`src/rtl/sine_nco_ctrl.sv`:
```
// Phase-accumulator NCO controller: fixed-tone or linear-sweep tuning,
// drives the phase/enable of an external sine LUT and tracks its read latency.
module sine_nco_ctrl #(
  parameter int ACC_WIDTH   = 24,
  parameter int PHASE_WIDTH = 11,
  parameter int LUT_LATENCY = 2
) (
  input  logic                   i_clk,
  input  logic                   i_rst,
  input  logic                   i_en,
  input  logic [ACC_WIDTH-1:0]   i_ftw,
  input  logic                   i_ftw_valid,
  output logic                   o_ftw_ready,
  input  logic [ACC_WIDTH-1:0]   i_ftw_stop,
  input  logic [ACC_WIDTH-1:0]   i_step,
  input  logic                   i_sweep,
  input  logic                   i_start,
  input  logic                   i_stop,
  output logic [PHASE_WIDTH-1:0] o_phase,
  output logic                   o_lut_en,
  output logic                   o_valid,
  output logic                   o_busy,
  output logic                   o_sweep_done
);

  typedef enum logic [1:0] {
    ST_IDLE  = 2'd0,
    ST_RUN   = 2'd1,
    ST_SWEEP = 2'd2
  } state_t;

  state_t                 r_state;
  state_t                 w_state_nxt;
  logic [ACC_WIDTH-1:0]   r_acc;
  logic [ACC_WIDTH-1:0]   r_freq;
  logic [ACC_WIDTH-1:0]   r_ftw;
  logic [ACC_WIDTH-1:0]   r_stop;
  logic [ACC_WIDTH-1:0]   r_step;
  logic [ACC_WIDTH-1:0]   w_acc_nxt;
  logic [ACC_WIDTH-1:0]   w_freq_nxt;
  logic [ACC_WIDTH:0]     w_sum;
  logic                   w_load;
  logic                   w_start;
  logic                   w_done;
  logic [PHASE_WIDTH-1:0] r_phase;
  logic                   r_lut_en;
  logic                   r_sweep_done;
  logic                   r_busy;
  logic                   r_ftw_ready;
  logic [LUT_LATENCY-1:0] r_vpipe;

  // Next-state, accumulator and frequency decisions; stop overrides everything.
  always_comb begin
    w_state_nxt = r_state;
    w_acc_nxt   = r_acc;
    w_freq_nxt  = r_freq;
    w_start     = 1'b0;
    w_done      = 1'b0;
    w_load      = i_ftw_valid & r_ftw_ready;
    // Extra bit keeps the carry so an overflowing sweep still saturates.
    w_sum       = {1'b0, r_freq} + {1'b0, r_step};
    case (r_state)
      ST_IDLE: begin
        if (i_start && !i_stop) begin
          w_start     = 1'b1;
          w_state_nxt = i_sweep ? ST_SWEEP : ST_RUN;
          w_acc_nxt   = '0;
          w_freq_nxt  = i_ftw_valid ? i_ftw : r_ftw;
        end else begin
          w_state_nxt = ST_IDLE;
        end
      end
      ST_RUN: begin
        if (i_stop) begin
          w_state_nxt = ST_IDLE;
          w_acc_nxt   = '0;
          w_freq_nxt  = '0;
        end else begin
          if (i_en) begin
            w_acc_nxt = r_acc + r_freq;
          end else begin
            w_acc_nxt = r_acc;
          end
          if (w_load) begin
            w_freq_nxt = i_ftw;
          end else begin
            w_freq_nxt = r_freq;
          end
        end
      end
      ST_SWEEP: begin
        if (i_stop) begin
          w_state_nxt = ST_IDLE;
          w_acc_nxt   = '0;
          w_freq_nxt  = '0;
        end else if (i_en) begin
          w_acc_nxt = r_acc + r_freq;
          if (w_sum >= {1'b0, r_stop}) begin
            w_freq_nxt  = r_stop;
            w_done      = 1'b1;
            w_state_nxt = ST_RUN;
          end else begin
            w_freq_nxt = w_sum[ACC_WIDTH-1:0];
          end
        end else begin
          w_state_nxt = ST_SWEEP;
        end
      end
      default: begin
        w_state_nxt = ST_IDLE;
        w_acc_nxt   = '0;
        w_freq_nxt  = '0;
      end
    endcase
  end

  // State register and tuning/sweep working registers.
  always_ff @(posedge i_clk or posedge i_rst) begin
    if (i_rst) begin
      r_state <= ST_IDLE;
      r_acc   <= '0;
      r_freq  <= '0;
      r_ftw   <= '0;
      r_stop  <= '0;
      r_step  <= '0;
    end else begin
      r_state <= w_state_nxt;
      r_acc   <= w_acc_nxt;
      r_freq  <= w_freq_nxt;
      if (w_load) begin
        r_ftw <= i_ftw;
      end
      if (w_start) begin
        r_stop <= i_ftw_stop;
        r_step <= i_step;
      end
    end
  end

  // Registered outputs; busy/ready follow the state they are about to describe.
  always_ff @(posedge i_clk or posedge i_rst) begin
    if (i_rst) begin
      r_phase      <= '0;
      r_lut_en     <= 1'b0;
      r_sweep_done <= 1'b0;
      r_busy       <= 1'b0;
      r_ftw_ready  <= 1'b1;
    end else begin
      r_phase      <= w_acc_nxt[ACC_WIDTH-1 -: PHASE_WIDTH];
      r_lut_en     <= i_en & (r_state != ST_IDLE);
      r_sweep_done <= w_done;
      r_busy       <= (w_state_nxt != ST_IDLE);
      r_ftw_ready  <= (w_state_nxt != ST_SWEEP);
    end
  end

  // LUT latency tracker; keeps shifting after a stop so issued reads drain.
  always_ff @(posedge i_clk or posedge i_rst) begin
    if (i_rst) begin
      r_vpipe <= '0;
    end else begin
      r_vpipe[0] <= r_lut_en;
      for (int k = 1; k < LUT_LATENCY; k++) begin
        r_vpipe[k] <= r_vpipe[k-1];
      end
    end
  end

  assign o_phase      = r_phase;
  assign o_lut_en     = r_lut_en;
  assign o_valid      = r_vpipe[LUT_LATENCY-1];
  assign o_busy       = r_busy;
  assign o_sweep_done = r_sweep_done;
  assign o_ftw_ready  = r_ftw_ready;

endmodule

```
`config.mk`:
```
export PLATFORM = sky130hd
export DESIGN_NAME = sine_nco_ctrl
export DESIGN_NICKNAME = d
export VERILOG_FILES = /design/src/rtl/sine_nco_ctrl.sv
export SDC_FILE = /design/constraint.sdc
export NUM_CORES = 1
export LEC_CHECK = 0
export CAP_MARGIN = 25
export CORE_UTILIZATION = 25
export CTS_CLUSTER_SIZE = 12
export DETAILED_ROUTE_END_ITERATION = 7
export PLACE_DENSITY = 0.41
export SLEW_MARGIN = 20
export SYNTH_ARGS = -nofsm -noshare
export SYNTH_HDL_FRONTEND = slang
export SYNTH_SLANG_ARGS = --single-unit
```
`constraint.sdc`:
```
create_clock -name i_clk -period 8.4 [get_ports i_clk]
set_input_delay 1.68 -clock i_clk [delete_from_list [all_inputs] [get_ports i_clk]]
set_output_delay 1.68 -clock i_clk [all_outputs]
set_load 0.03 [all_outputs]
```
==> qor.txt <==
Tot Pwr -> 3.84 mW
Via density -> 4.84
I/O pins -> 95
CTS tree -> built
Filler cells -> 3452
most common cell in the synthesized netlist -> nand2_1
post-synthesis simple-gate area fraction -> 13.0%
Commonest cells post-synth -> nand2_1, dfrtp_1, ha_1, o21ai_0, a21oi_1
FF+latch count, synth -> 128
IO buf count -> 94
Crit. Startpoint -> r_freq[0]$_DFFE_PP0P_
area leader, netlist -> dfrtp_1
CP Cell Sequence -> ha_1, fa_1, a21o_1, a21oi_2, o211ai_1, a31o_2, a21oi_1, o21ai_0, xor2_1, ha_1, nand4_1, nor3_1, inv_1, a211oi_1, o21ai_0, o211ai_4, mux2_1, a222oi_1, o31ai_1
area of the multi-input gates -> 4770 um2
Leakage -> 4.75 nW
Worst Setup Start Kind -> flip-flop
CP bufs+invs -> 1
Clock Latency Late Sink -> 430 ps
Synth Instances -> 889
adder-cell share of the synthesized area -> 11.7%
WP data arrival -> 5830 ps
sequential area share after synthesis -> 38.4%
FF/Latch Area -> 3200 um2
wire length of the first global-routing pass -> 39400 um
pre-CTS WS -> 2780 ps
Final #Nets -> 1118
clock-pin slew on the worst setup and hold paths -> 60 ps
Final Max Tran Viols -> 0
share of cells above drive strength 1 -> 8.72%
post-synth top area share -> 38.1%
Ant. Diodes -> 0
main combinational cell family by area after synthesis -> compound AO/OA/AOI/OAI gates
multiplexer share of the synthesized area -> 5.59%
DIE AREA -> 34100 um2
die height -> 185 um
Avg Cell Area, Syn -> 9.39 um2
min-delay src -> r_vpipe[0]$_DFF_PP0_
Worst Skew -> 11.0 ps
EDFF count, synth -> 0
Worst Tran Pin Value -> 965 ps
Sink Count -> 128
FFs w/ async S/R, synth -> 100%
DR pass1 iterations -> 5
Vias -> 6854
Max IR drop VDD -> 0.185 mV
Rel. slew slack -> 35.4%
top_reg_cell synth -> dfrtp_1
hold buffer count at cts -> 0
fmax -> 181 MHz
vias in the first global route -> 6820
setup TNS -> 0 ps
CTS Buffer Depth -> 2
top cells by area, synth -> dfrtp_1, ha_1, nand2_1, o21ai_0, a21oi_1
RSZ-0062 raised after global routing -> false
Starting Density -> 25.5%
htree depth -> 4
Pwr Density -> 373 nW/um2
clk root buf -> clkbuf_16
Hold Path Class -> reg -> reg
max cap viols -> 0
library cells used by synthesis -> 67
cell area after layout -> 10300 um2
PnR worst setup slack -> 2860 ps
worst r2r src -> r_freq[0]$_DFFE_PP0P_
critical path fanouts, max -> 24
antenna violations before repair -> 0
Die Span X -> 185 um
kind of cell adding the most delay to the critical path -> compound AO/OA/AOI/OAI gates
largest net degree at the start of global routing -> 66
Yosys Warn Count -> 0
placed cell area -> 9690 um2
Crit. End Element -> flip-flop
DRT iter0 DRCs -> 532
final setup vio count -> 0
TritonCTS Buffers -> 17
Synth Area in XOR/XNOR -> 3.78%
drt drc -> 0
global route overflow -> 0
Placer Congestion -> 0.800
core area -> 32700 um2
Layout area overhead -> 23.3%
Fin. Hold Viols -> 0
slowest stage delay, CP -> 450 ps
slowest stage cell, crit path -> nor3_1
Synth Cell Area -> 8350 um2
Setup CP Type -> reg -> reg
remaining antenna violation count after routing -> 0
post-synthesis net count -> 1045
Req. time, crit path -> 8690 ps
Routed wire per std cell -> 17.8 um
post-cts sizing count -> 0
status -> complete, no violations
post-layout min period -> 5540 ps
Rows -> 66
detailed placer's ending HPWL -> 18800 um
Post-CTS Setup Bufs -> 0
Compound-Gate Fraction of Synth Area -> 22.8%
Final period util -> 65.9%
final wirelength -> 25200 um
All-Layer GR Usage -> 15.3%
==> kinds of logic (layout without fill, tap and decap cells) <==
group / count (synthesis) / count (layout)
buffers and inverters: 88 / 174
muxes: 43 / 43
adders and majority gates: 77 / 77
xor gates and xnor gates: 36 / 36
DFF: 128 / 128
AOI/OAI and AO/OA: 275 / 275
and+or+nand+nor: 242 / 242
==> area by class of cell <==
cell class	instances	area share, %
multi-input cells	673	46.3
flip-flops and latches	128	31.1
clock buffers	24	4.88
inverters	38	1.43
clock inverters	8	0.985
well taps	442	5.37
repair buffers	104	9.87
==> per-stage QoR <==
step           utilization, %  hold WS, ps  cells
5_1_grt                  31.5          362   1417
4_1_cts                  31.5          349   1417
2_1_floorplan               -          331    889
3_3_place_gp             29.6          336   1385
3_5_place_dp             29.6          335   1385
6_report                 31.5          348   1417
==> worst paths after layout <==
kind,slack [ps],cells past startpoint,endpoint
max,2860,19,r_freq[16]$_DFFE_PP0P_
min,350,0,r_vpipe[1]$_DFF_PP0_
max reg2reg,2860,19,r_freq[16]$_DFFE_PP0P_
min reg2reg,350,0,r_vpipe[1]$_DFF_PP0_
max in group asynchronous,5340,3,r_stop[19]$_DFFE_PP0P_
min in group asynchronous,1720,2,r_ftw[1]$_DFFE_PP0P_
==> routing by layer <==
metal  global-route usage, %  routed length, um  vias to the layer above
met3                    3.42               1140                       18
met5                       0                  0                        -
li1                        -                  -                     3386
met4                    3.57                243                        0
met1                    21.7              12800                     3313
met2                    23.5              11000                      137
==> power by group <==
part / switching (mW) / total, mW / internal, mW
clock network: 0.301 / 0.778 / 0.477
registers: 0.190 / 0.989 / 0.799
logic: 1.18 / 2.07 / 0.893
total: 1.67 / 3.84 / 2.17
==> registers in the layout, summed over array words and instances, names as in the netlist <==
register	count
o_busy	1
o_ftw_ready	1
o_lut_en	1
o_sweep_done	1
r_acc	24
r_freq	24
r_ftw	24
r_state	2
r_step	24
r_stop	24
r_vpipe	2
==> cells in the final DEF, fill, tap and decap left out, drive strengths merged, types with 17 or more instances in the layout <==
cell type	n
nand2	132
dfrtp	127
clkdlybuf4s50	94
ha	75
o21ai	63
a21oi	61
inv	39
nor2	33
a21o	31
mux2	29
clkbuf	24
a22o	23
xnor2	20
a22oi	20
nor3	17
Power figures use the tool's default switching activity.
